### src/rtl/riscv_pkg.sv
// Shared RV32I decode constants and enums for the issue stage and its decoder.
package riscv_pkg;

    localparam logic [6:0] OP_R      = 7'b0110011;
    localparam logic [6:0] OP_I      = 7'b0010011;
    localparam logic [6:0] OP_LOAD   = 7'b0000011;
    localparam logic [6:0] OP_STORE  = 7'b0100011;
    localparam logic [6:0] OP_BRANCH = 7'b1100011;

    localparam logic [2:0] F3_ADD_SUB = 3'b000;
    localparam logic [2:0] F3_XOR     = 3'b100;
    localparam logic [2:0] F3_AND     = 3'b111;
    localparam logic [2:0] F3_LW      = 3'b010;
    localparam logic [2:0] F3_SW      = 3'b010;
    localparam logic [2:0] F3_BEQ     = 3'b000;
    localparam logic [2:0] F3_BNE     = 3'b001;

    localparam logic [6:0] F7_BASE = 7'b0000000;
    localparam logic [6:0] F7_SUB  = 7'b0100000;

    typedef enum logic [2:0] {
        ALU_ADD  = 3'b000,
        ALU_SUB  = 3'b001,
        ALU_AND  = 3'b010,
        ALU_XOR  = 3'b100,
        ALU_NONE = 3'b111
    } alu_op_t;

    typedef enum logic [1:0] {
        IMM_NONE = 2'd0,
        IMM_I    = 2'd1,
        IMM_S    = 2'd2,
        IMM_B    = 2'd3
    } imm_sel_t;

    // Formats whose rs2 field is a real source register (matters for hazards).
    function automatic logic reads_rs2(input logic [6:0] opcode);
        return (opcode == OP_R) || (opcode == OP_STORE) || (opcode == OP_BRANCH);
    endfunction

endpackage

### src/rtl/alu_issue_stage_if.sv
// ID/EX slot bundle: the issue stage drives it, the execute stage consumes it.
interface alu_issue_stage_if #(
    parameter int WIDTH  = 32,
    parameter int ADDR_W = 5
);
    logic              out_valid;
    logic              out_ready;
    logic [WIDTH-1:0]  SrcA;
    logic [WIDTH-1:0]  SrcB;
    logic [2:0]        ALUctrl;
    logic [WIDTH-1:0]  WriteData;
    logic [WIDTH-1:0]  ImmExt;
    logic [WIDTH-1:0]  pc_out;
    logic [ADDR_W-1:0] rd_addr;
    logic              RegWrite;
    logic              MemWrite;
    logic              MemRead;
    logic              Branch;
    logic              BranchNe;
    logic              illegal;

    modport master (
        output out_valid, SrcA, SrcB, ALUctrl, WriteData, ImmExt, pc_out,
               rd_addr, RegWrite, MemWrite, MemRead, Branch, BranchNe, illegal,
        input  out_ready
    );

    modport slave (
        input  out_valid, SrcA, SrcB, ALUctrl, WriteData, ImmExt, pc_out,
               rd_addr, RegWrite, MemWrite, MemRead, Branch, BranchNe, illegal,
        output out_ready
    );
endinterface

### src/rtl/riscv_decoder.sv
// Combinational decoder for the supported RV32I ALU/load/store/branch subset.
module riscv_decoder
    import riscv_pkg::*;
#(
    parameter int WIDTH  = 32,
    parameter int ADDR_W = 5
) (
    input  logic [31:0]       instr,
    output logic [ADDR_W-1:0] rs1,
    output logic [ADDR_W-1:0] rs2,
    output logic [ADDR_W-1:0] rd,
    output alu_op_t           alu_ctrl,
    output imm_sel_t          imm_sel,
    output logic [WIDTH-1:0]  imm_ext,
    output logic              reg_write,
    output logic              mem_write,
    output logic              mem_read,
    output logic              branch,
    output logic              branch_ne,
    output logic              illegal,
    output logic              uses_rs2
);

    logic [6:0] opcode;
    logic [2:0] funct3;
    logic [6:0] funct7;
    logic       writes_rd;

    assign opcode   = instr[6:0];
    assign funct3   = instr[14:12];
    assign funct7   = instr[31:25];
    assign rs1      = instr[19:15];
    assign rs2      = instr[24:20];
    assign rd       = instr[11:7];
    assign uses_rs2 = reads_rs2(opcode);

    // Classify the encoding; anything unmatched falls through as illegal with no side effects.
    always_comb begin
        alu_ctrl  = ALU_NONE;
        imm_sel   = IMM_NONE;
        writes_rd = 1'b0;
        mem_write = 1'b0;
        mem_read  = 1'b0;
        branch    = 1'b0;
        branch_ne = 1'b0;
        illegal   = 1'b1;
        case (opcode)
            OP_R: begin
                if (funct3 == F3_ADD_SUB && funct7 == F7_BASE) begin
                    alu_ctrl = ALU_ADD;
                    illegal  = 1'b0;
                end else if (funct3 == F3_ADD_SUB && funct7 == F7_SUB) begin
                    alu_ctrl = ALU_SUB;
                    illegal  = 1'b0;
                end else if (funct3 == F3_XOR && funct7 == F7_BASE) begin
                    alu_ctrl = ALU_XOR;
                    illegal  = 1'b0;
                end else if (funct3 == F3_AND && funct7 == F7_BASE) begin
                    alu_ctrl = ALU_AND;
                    illegal  = 1'b0;
                end
                writes_rd = !illegal;
            end
            OP_I: begin
                imm_sel = IMM_I;
                case (funct3)
                    F3_ADD_SUB: begin alu_ctrl = ALU_ADD; illegal = 1'b0; end
                    F3_XOR:     begin alu_ctrl = ALU_XOR; illegal = 1'b0; end
                    F3_AND:     begin alu_ctrl = ALU_AND; illegal = 1'b0; end
                    default:    ;
                endcase
                writes_rd = !illegal;
            end
            OP_LOAD: begin
                imm_sel = IMM_I;
                if (funct3 == F3_LW) begin
                    alu_ctrl  = ALU_ADD;
                    mem_read  = 1'b1;
                    writes_rd = 1'b1;
                    illegal   = 1'b0;
                end
            end
            OP_STORE: begin
                imm_sel = IMM_S;
                if (funct3 == F3_SW) begin
                    alu_ctrl  = ALU_ADD;
                    mem_write = 1'b1;
                    illegal   = 1'b0;
                end
            end
            OP_BRANCH: begin
                imm_sel = IMM_B;
                if (funct3 == F3_BEQ || funct3 == F3_BNE) begin
                    alu_ctrl  = ALU_SUB;
                    branch    = 1'b1;
                    branch_ne = (funct3 == F3_BNE);
                    illegal   = 1'b0;
                end
            end
            default: ;
        endcase
        if (illegal) begin
            imm_sel = IMM_NONE;
        end
    end

    // x0 is hardwired, so a write to it is suppressed at decode.
    assign reg_write = writes_rd && (rd != '0);

    // Immediate assembly per format, sign-extended to the datapath width.
    always_comb begin
        imm_ext = '0;
        case (imm_sel)
            IMM_I:   imm_ext = {{(WIDTH-12){instr[31]}}, instr[31:20]};
            IMM_S:   imm_ext = {{(WIDTH-12){instr[31]}}, instr[31:25], instr[11:7]};
            IMM_B:   imm_ext = {{(WIDTH-13){instr[31]}}, instr[31], instr[7],
                                instr[30:25], instr[11:8], 1'b0};
            default: imm_ext = '0;
        endcase
    end

endmodule

### src/rtl/alu_issue_stage.sv
// Decode/issue stage: decodes the fetched instruction, checks for a load-use
// hazard against the slot, and registers operands/controls into the ID/EX slot.
module alu_issue_stage
    import riscv_pkg::*;
#(
    parameter int WIDTH  = 32,
    parameter int ADDR_W = 5
) (
    input  logic              clk,
    input  logic              rst,
    input  logic              in_valid,
    output logic              in_ready,
    input  logic [31:0]       instr,
    input  logic [WIDTH-1:0]  pc_in,
    output logic [ADDR_W-1:0] rs1_addr,
    output logic [ADDR_W-1:0] rs2_addr,
    input  logic [WIDTH-1:0]  rd1,
    input  logic [WIDTH-1:0]  rd2,
    input  logic              flush,
    alu_issue_stage_if.master ex
);

    logic [ADDR_W-1:0] dec_rd;
    alu_op_t           dec_alu;
    imm_sel_t          dec_imm_sel;
    logic [WIDTH-1:0]  dec_imm;
    logic              dec_reg_write;
    logic              dec_mem_write;
    logic              dec_mem_read;
    logic              dec_branch;
    logic              dec_branch_ne;
    logic              dec_illegal;
    logic              dec_uses_rs2;
    logic [WIDTH-1:0]  src_b;
    logic              advance;
    logic              hazard;

    riscv_decoder #(
        .WIDTH  (WIDTH),
        .ADDR_W (ADDR_W)
    ) u_decoder (
        .instr     (instr),
        .rs1       (rs1_addr),
        .rs2       (rs2_addr),
        .rd        (dec_rd),
        .alu_ctrl  (dec_alu),
        .imm_sel   (dec_imm_sel),
        .imm_ext   (dec_imm),
        .reg_write (dec_reg_write),
        .mem_write (dec_mem_write),
        .mem_read  (dec_mem_read),
        .branch    (dec_branch),
        .branch_ne (dec_branch_ne),
        .illegal   (dec_illegal),
        .uses_rs2  (dec_uses_rs2)
    );

    // R-type has no immediate and branches compare two registers, so both take rd2.
    assign src_b = (dec_imm_sel == IMM_NONE || dec_imm_sel == IMM_B) ? rd2 : dec_imm;

    assign advance = !ex.out_valid || ex.out_ready;

    // A load in the slot cannot forward its data in time to the next instruction.
    assign hazard = in_valid && ex.out_valid && ex.MemRead && (ex.rd_addr != '0) &&
                    ((ex.rd_addr == rs1_addr) || (dec_uses_rs2 && ex.rd_addr == rs2_addr));

    assign in_ready = advance && !hazard && !flush;

    // ID/EX slot: reset, kill, bubble, load, or hold under backpressure.
    always_ff @(posedge clk) begin
        if (rst) begin
            ex.out_valid <= 1'b0;
            ex.SrcA      <= '0;
            ex.SrcB      <= '0;
            ex.ALUctrl   <= '0;
            ex.WriteData <= '0;
            ex.ImmExt    <= '0;
            ex.pc_out    <= '0;
            ex.rd_addr   <= '0;
            ex.RegWrite  <= 1'b0;
            ex.MemWrite  <= 1'b0;
            ex.MemRead   <= 1'b0;
            ex.Branch    <= 1'b0;
            ex.BranchNe  <= 1'b0;
            ex.illegal   <= 1'b0;
        end else if (flush || (advance && (hazard || !in_valid))) begin
            ex.out_valid <= 1'b0;
            ex.RegWrite  <= 1'b0;
            ex.MemWrite  <= 1'b0;
            ex.MemRead   <= 1'b0;
            ex.Branch    <= 1'b0;
            ex.BranchNe  <= 1'b0;
            ex.illegal   <= 1'b0;
        end else if (advance) begin
            ex.out_valid <= 1'b1;
            ex.SrcA      <= rd1;
            ex.SrcB      <= src_b;
            ex.ALUctrl   <= dec_alu;
            ex.WriteData <= rd2;
            ex.ImmExt    <= dec_imm;
            ex.pc_out    <= pc_in;
            ex.rd_addr   <= dec_rd;
            ex.RegWrite  <= dec_reg_write;
            ex.MemWrite  <= dec_mem_write;
            ex.MemRead   <= dec_mem_read;
            ex.Branch    <= dec_branch;
            ex.BranchNe  <= dec_branch_ne;
            ex.illegal   <= dec_illegal;
        end
    end

endmodule

### src/flat_wrapper.sv
// flat-port wrapper written by rule: the top's interface ports become plain ports
module alu_issue_stage_flat import riscv_pkg::*;
#(
    parameter int WIDTH  = 32,
    parameter int ADDR_W = 5
)
  (clk, rst, in_valid, in_ready, instr, pc_in, rs1_addr, rs2_addr, rd1, rd2, flush, ex_out_valid, ex_SrcA, ex_SrcB, ex_ALUctrl, ex_WriteData, ex_ImmExt, ex_pc_out, ex_rd_addr, ex_RegWrite, ex_MemWrite, ex_MemRead, ex_Branch, ex_BranchNe, ex_illegal, ex_out_ready);
  alu_issue_stage_if #(.WIDTH(WIDTH), .ADDR_W(ADDR_W)) ex_i ();
  input  logic clk;
  input  logic rst;
  input  logic in_valid;
  output logic in_ready;
  input  logic [31:0] instr;
  input  logic [WIDTH-1:0] pc_in;
  output logic [ADDR_W-1:0] rs1_addr;
  output logic [ADDR_W-1:0] rs2_addr;
  input  logic [WIDTH-1:0] rd1;
  input  logic [WIDTH-1:0] rd2;
  input  logic flush;
  output wire logic [$bits(ex_i.out_valid)-1:0] ex_out_valid;
  output wire logic [$bits(ex_i.SrcA)-1:0] ex_SrcA;
  output wire logic [$bits(ex_i.SrcB)-1:0] ex_SrcB;
  output wire logic [$bits(ex_i.ALUctrl)-1:0] ex_ALUctrl;
  output wire logic [$bits(ex_i.WriteData)-1:0] ex_WriteData;
  output wire logic [$bits(ex_i.ImmExt)-1:0] ex_ImmExt;
  output wire logic [$bits(ex_i.pc_out)-1:0] ex_pc_out;
  output wire logic [$bits(ex_i.rd_addr)-1:0] ex_rd_addr;
  output wire logic [$bits(ex_i.RegWrite)-1:0] ex_RegWrite;
  output wire logic [$bits(ex_i.MemWrite)-1:0] ex_MemWrite;
  output wire logic [$bits(ex_i.MemRead)-1:0] ex_MemRead;
  output wire logic [$bits(ex_i.Branch)-1:0] ex_Branch;
  output wire logic [$bits(ex_i.BranchNe)-1:0] ex_BranchNe;
  output wire logic [$bits(ex_i.illegal)-1:0] ex_illegal;
  input wire logic [$bits(ex_i.out_ready)-1:0] ex_out_ready;
  assign ex_out_valid = ex_i.out_valid;
  assign ex_SrcA = ex_i.SrcA;
  assign ex_SrcB = ex_i.SrcB;
  assign ex_ALUctrl = ex_i.ALUctrl;
  assign ex_WriteData = ex_i.WriteData;
  assign ex_ImmExt = ex_i.ImmExt;
  assign ex_pc_out = ex_i.pc_out;
  assign ex_rd_addr = ex_i.rd_addr;
  assign ex_RegWrite = ex_i.RegWrite;
  assign ex_MemWrite = ex_i.MemWrite;
  assign ex_MemRead = ex_i.MemRead;
  assign ex_Branch = ex_i.Branch;
  assign ex_BranchNe = ex_i.BranchNe;
  assign ex_illegal = ex_i.illegal;
  assign ex_i.out_ready = ex_out_ready;
  alu_issue_stage #(.WIDTH(WIDTH), .ADDR_W(ADDR_W)) u_core (.clk(clk), .rst(rst), .in_valid(in_valid), .in_ready(in_ready), .instr(instr), .pc_in(pc_in), .rs1_addr(rs1_addr), .rs2_addr(rs2_addr), .rd1(rd1), .rd2(rd2), .flush(flush), .ex(ex_i));
endmodule
### config.mk
export PLATFORM = sky130hd
export DESIGN_NAME = alu_issue_stage_flat
export DESIGN_NICKNAME = d
export VERILOG_FILES = /design/src/rtl/riscv_pkg.sv /design/src/rtl/alu_issue_stage_if.sv /design/src/rtl/riscv_decoder.sv /design/src/rtl/alu_issue_stage.sv /design/src/flat_wrapper.sv
export SDC_FILE = /design/constraint.sdc
export NUM_CORES = 1
export LEC_CHECK = 0
export ABC_CLOCK_PERIOD_IN_PS = 6700
export CAP_MARGIN = 20
export CELL_PAD_IN_SITES_DETAIL_PLACEMENT = 2
export CELL_PAD_IN_SITES_GLOBAL_PLACEMENT = 2
export CORE_MARGIN = 5
export CORE_UTILIZATION = 25
export CTS_CLUSTER_SIZE = 8
export DETAILED_ROUTE_END_ITERATION = 10
export GPL_ROUTABILITY_DRIVEN = 0
export PLACE_DENSITY_LB_ADDON = 0.1
export SLEW_MARGIN = 20
export SYNTH_ARGS = -nofsm -noshare
export SYNTH_HDL_FRONTEND = slang
export SYNTH_SLANG_ARGS = --single-unit
### constraint.sdc
create_clock -name clk -period 6.7 [get_ports clk]
set_input_delay 2.01 -clock clk [delete_from_list [all_inputs] [get_ports clk]]
set_output_delay 2.01 -clock clk [all_outputs]
set_load 0.005 [all_outputs]
After elaboration in Yosys (flattened, before gate mapping)
Index checks and enable logic that the tools add are counted.
- output and inout bits: 186
- logic and storage cells: 97
- bits in registers: 175
- bits of input ports: 133
- bitwise gates (word level): 1
- reductions and logical operators: 37
- equality and inequality tests: 15
- muxes and demuxes: 30
- operators by type and width (kind ; count):
    one-hot mux 32 bit (3 select lines) ; 1
    2-to-1 mux 32 bit ; 1
    == test 7 x 6 -> 1 bit (second input constant) ; 3
    2-to-1 mux 3 bit ; 6
    2-to-1 mux 1 bit ; 16
    logical AND 1 bit ; 13
    one-hot mux 3 bit (4 select lines) ; 1
    == test 5 bit ; 2
    nonzero test 5 bit ; 2
    one-hot mux 3 bit (3 select lines) ; 1
    logical OR 1 bit ; 8
    == test 7 x 2 -> 1 bit (second input constant) ; 1
    == test 7 x 5 -> 1 bit (second input constant) ; 1
    == test 7 bit (second input constant) ; 1
    logical NOT 7 bit ; 1
    == test 3 bit (second input constant) ; 2
    logical NOT 1 bit ; 6
    one-hot mux 2 bit (3 select lines) ; 1
    OR reduction 2 bit ; 3
    == test 2 bit (second input constant) ; 2
    one-hot mux 1 bit (4 select lines) ; 1
    == test 3 x 1 -> 1 bit (second input constant) ; 1
    == test 3 x 2 -> 1 bit (second input constant) ; 1
    logical NOT 3 bit ; 1
    other kinds (7) ; 7

Logic depth before layout (Yosys ltp)
- depth after elaboration: 12
- depth in mapped cells: 12
- depth with buffers taken out: 10

By module
A second synthesis with hierarchy kept.
- cells, all modules: 650
- area total of the unflattened synthesis: 7139.3 sq um
- by module, submodules not included (module ; cells an instance ; area an instance (sq um) ; instances ; seq. area each (sq um)):
    alu_issue_stage ; 518 ; 6257.3 ; 1 ; 3503.4
    riscv_decoder ; 132 ; 882.1 ; 1 ; 0.0

Least setup slack after synthesis
No wires, ideal clock.
- kind: in2out
- start point: input instr[2]
- end point: output in_ready
- path buffers: 3
- path slack: 1344 ps
- cell stages on the path: 7
- required time: 4690 ps
- arrival time: 3346 ps
- cell sequence: and4bb_1 -> buf_2 -> o21ai_2 -> nor4_4 -> buf_6 -> buf_2 -> nor4_1
- longest elaborated chain between the ends: 9
- elaborated cells on any way between the ends: 11
- those cells by class: eq/ne (3); reduce/logical (8)
- ends and longest elaborated chain (element ; RTL line ; source):
    start, declared ; flat_wrapper.sv:13 ; input logic [31:0] instr;
    == test 7 x 6 -> 1 bit ; riscv_pkg.sv:38 ; return (opcode == OP_R) || (opcode == OP_STORE) || (opcode == OP_BRANCH);
    logical OR 1 bit ; riscv_pkg.sv:38 ;
    logical OR 1 bit (*) ; riscv_pkg.sv:38 ;
    logical AND 1 bit (*) ; alu_issue_stage.sv:65 ; ((ex.rd_addr == rs1_addr) || (dec_uses_rs2 && ex.rd_addr == rs2_addr));
    logical OR 1 bit (*) ; alu_issue_stage.sv:65 ;
    logical AND 1 bit (*) ; alu_issue_stage.sv:64 ; assign hazard = in_valid && ex.out_valid && ex.MemRead && (ex.rd_addr != '0) &&
    logical NOT 1 bit (*) ; alu_issue_stage.sv:67 ; assign in_ready = advance && !hazard && !flush;
    logical AND 1 bit (*) (2 in series) ; alu_issue_stage.sv:67 ;
    end, declared ; flat_wrapper.sv:12 ; output logic in_ready;
Mark *: on every way between the ends. The rest lies on a longest branch, timed or not.

Worst setup path after layout
- start point: input instr[5]
- end point: output in_ready
The elaborated chain is that of the path after synthesis.

==> results.json <==
{
  "drt-total-wl_mm": 31.46,
  "hold_path.class": "flop to flop",
  "ctsLongestPathBuffers": 2,
  "swShare": 0.2673,
  "cpMostUsedCell": "clkdlybuf4s50_1",
  "io_pins": 319,
  "num_vias": 7408,
  "maxSlewHeadroom": 0.2572,
  "crit_required_ns": 4.69,
  "fin_tns_setup_ns": 0,
  "yosysTopAreaCell": "dfxtp_1",
  "hp-start": "u_core.ex.SrcA[8]$_SDFFE_PP0P_",
  "ant_nets": 0,
  "postSynthCellCount": 849,
  "grt_pass1_vias": 7925,
  "cellInternalPower_w": 0.001707,
  "p_sw_w": 0.0006227,
  "layout-drive-gt1-share": 0.07149,
  "p_seq_frac": 0.427,
  "end_kind": "output port",
  "combinationalPowerShare": 0.148,
  "final_common_cell": "clkdlybuf4s50_1",
  "slowest_stage": "clkdlybuf4s50_1",
  "start_util": 0.2536,
  "final_cell_mix": "317 x clkdlybuf4s50_1, 174 x a21oi_1, 156 x dfxtp_1",
  "clock_latency_ns": 0.43,
  "postSynth.asyncResetShare": 0,
  "whs_path_depth": 2,
  "cp.arrival_ns": 4.06,
  "synth_seq_cells": 156,
  "cts_buffers": 17,
  "crit_path_max_incr_delay_ns": 0.69,
  "clock.fmax_ghz": 0.1647,
  "syn_avg_cell_area_sq_um": 8.297,
  "timing.final.crit_share": 0.9060,
  "clk_pin_slew_ns": 0.07,
  "syn-cell-area_sq_um": 7044,
  "skew_ns": 0.01808,
  "synth_flop_cell": "dfxtp_1",
  "firstDrtPassIters": 5,
  "drc": 0,
  "nets": 1215,
  "antenna_cells": 0,
  "ys_types": 54,
  "ctsRootBufferMaster": "clkbuf_16",
  "p_clk_frac": 0.425,
  "synth.top_cell.area_share": 0.4433,
  "worstSetupStartpoint": "instr[5]",
  "tritoncts": "yes",
  "cp_cell_sequence": "clkdlybuf4s50_1, nor2b_2, o21ai_2, nor4_4, nor4_1, clkdlybuf4s50_1",
  "cts_sinks": 156,
  "setup_viol": 0,
  "dr.first_iter.drc_count": 345,
  "power_density_nw_per_um2": 216.0,
  "detailedPlacementHpwl_mm": 21.09,
  "critPathMaxFanout": 11,
  "worstMarginPinSlew_ns": 1.112,
  "post_cts_buffers": 0,
  "htreeDepth": 4,
  "die_w_um": 177.9,
  "synth_fp_nets": 986,
  "num_rows": 61,
  "rsz0062_at_grt": "no",
  "numPortBuffers": 318,
  "antenna_found_initial": 0,
  "coreArea_sq_um": 27780,
  "cts_hold_buffers": 0,
  "synth-edff-count": 0,
  "p_leak_nw": 3.548,
  "fin_crit_ns": 6.070,
  "dieArea_sq_um": 31630,
  "grt_pass1_wl_mm": 47.83,
  "drt-vias-per-instance": 5.043,
  "dpl_cell_area_sq_um": 10200,
  "grt_max_degree": 112,
  "ys_top_cells_by_area": "dfxtp_1 44%, a21oi_1 12%, nand3_1 7.8%, o21ai_0 7.8%, buf_4 3.6%",
  "ctsResizeCount": 0,
  "finalHoldViolCount": 0,
  "synthToLayoutAreaGrowth_pct": 53.09,
  "critPathKind": "input port to output port",
  "die_y_um": 177.9,
  "start_kind": "input port",
  "power_w": 0.002329,
  "ys_seq_area_frac": 0.4433,
  "synth_warnings": 0,
  "gr-usage-all-layers": 0.1922,
  "design_area_sq_um": 10780,
  "routedWlPerCell_um": 21.41,
  "ir_drop_uv": 120.8,
  "final_core_util": 0.3882,
  "outcome": "completed",
  "crit-reg2reg-launch": "u_core.ex.rd_addr[4]$_SDFFE_PP0P_",
  "grt_overflow": 0,
  "reg2reg_depth": 7,
  "timing.final.max_slew_violations": 0,
  "drv_cap": 0
}
==> cell families (layout without fill, tap and decap cells) <==
kind of cell	after synthesis	count (layout)	synth area share
fa+ha+maj	4	4	0.007105
simple gates	194	194	0.1471
buf+inv	121	363	0.09076
flops	156	156	0.4433
compound gates	359	359	0.2922
xor+xnor	10	10	0.01243
mux	5	5	0.007105
==> power groups by stage <==
stage | clock (W) | combinational, W | sequential [W]
5_1_grt | 0.00107 | 0.000374 | 0.00100
6_report | 0.000990 | 0.000345 | 0.000994
4_1_cts | 0.00103 | 0.000352 | 0.000995
2_1_floorplan | 0 | 0.000128 | 0.00102
3_5_place_dp | 0 | 0.000349 | 0.00102
3_3_place_gp | 0 | 0.000347 | 0.00101
==> final timing paths <==
check	to	slack (ns)
max reg2reg	u_core.ex.pc_out[8]$_SDFFE_PP0P_	3.62
min reg2reg	u_core.ex.SrcA[8]$_SDFFE_PP0P_	0.48
max	in_ready	0.63
min	u_core.ex.SrcA[8]$_SDFFE_PP0P_	0.48
==> through the flow <==
stage / hold slack (ns) / cells / setup slack [ns]
finish: 0.4774 / 1469 / 0.6301
global route: 0.4974 / 1469 / 0.4924
CTS: 0.4807 / 1469 / 0.6021
detailed placement: 0.4699 / 1437 / 0.6196
global placement: 0.4610 / 1437 / 0.6642
floorplan: 0.4483 / 849 / 1.344
==> registers in the layout (all words and copies together), names as in the netlist <==
register             flops
u_core.ex.SrcA          32
u_core.ex.illegal        1
u_core.ex.MemRead        1
u_core.ex.BranchNe       1
u_core.ex.pc_out        32
u_core.ex.rd_addr        5
u_core.ex.out_valid      1
u_core.ex.SrcB          32
u_core.ex.ALUctrl        3
u_core.ex.RegWrite       1
u_core.ex.Branch         1
u_core.ex.WriteData     32
u_core.ex.MemWrite       1
u_core.ex.ImmExt        13
==> Yosys cell counts, types with 2 or more instances <==
cell type,number
nand2b_1,2
buf_2,33
xnor2_1,10
nand2_1,21
o21ai_2,2
ha_1,4
nor2b_1,2
clkbuf_1,49
nor3_1,4
nand3_1,110
buf_4,34
nor4_1,3
or4_1,5
buf_6,2
o21ai_1,13
mux2i_1,5
o21a_1,2
dfxtp_1,156
a21oi_2,10
a311oi_1,9
a211oi_1,18
a211oi_2,10
nand4_1,9
nor2_1,14
and3_1,3
a21oi_1,174
nand3b_1,7
o21ai_0,110
or3_1,2
and2_1,2
==> metal layers <==
layer / global-route usage / wire (um) / vias to the layer above
met5: 0 / 0 / -
met3: 0.07201 / 2517 / 21
met4: 0.04189 / 349 / 0
li1: - / - / 3513
met2: 0.3161 / 14830 / 221
met1: 0.2404 / 13770 / 3653
==> critical path: cells and delay by family <==
family,cells,cell delay [ns]
buffers and inverters,2,1.18
AND/OR/NAND/NOR,3,0.74
AO/OA/AOI/OAI,1,0.13
==> cell type report <==
| type | instances | area [sq um] |
|---|---|---|
| clock buffers | 20 | 456.7 |
| clock inverters | 12 | 126.4 |
| fillers | 3107 | 17000 |
| inverters | 1 | 3.754 |
| multi-input cells | 572 | 3314 |
| flip-flops and latches | 156 | 3123 |
| well taps | 378 | 473.0 |
| repair buffers | 330 | 3287 |
(Power assumes the default switching activity.)
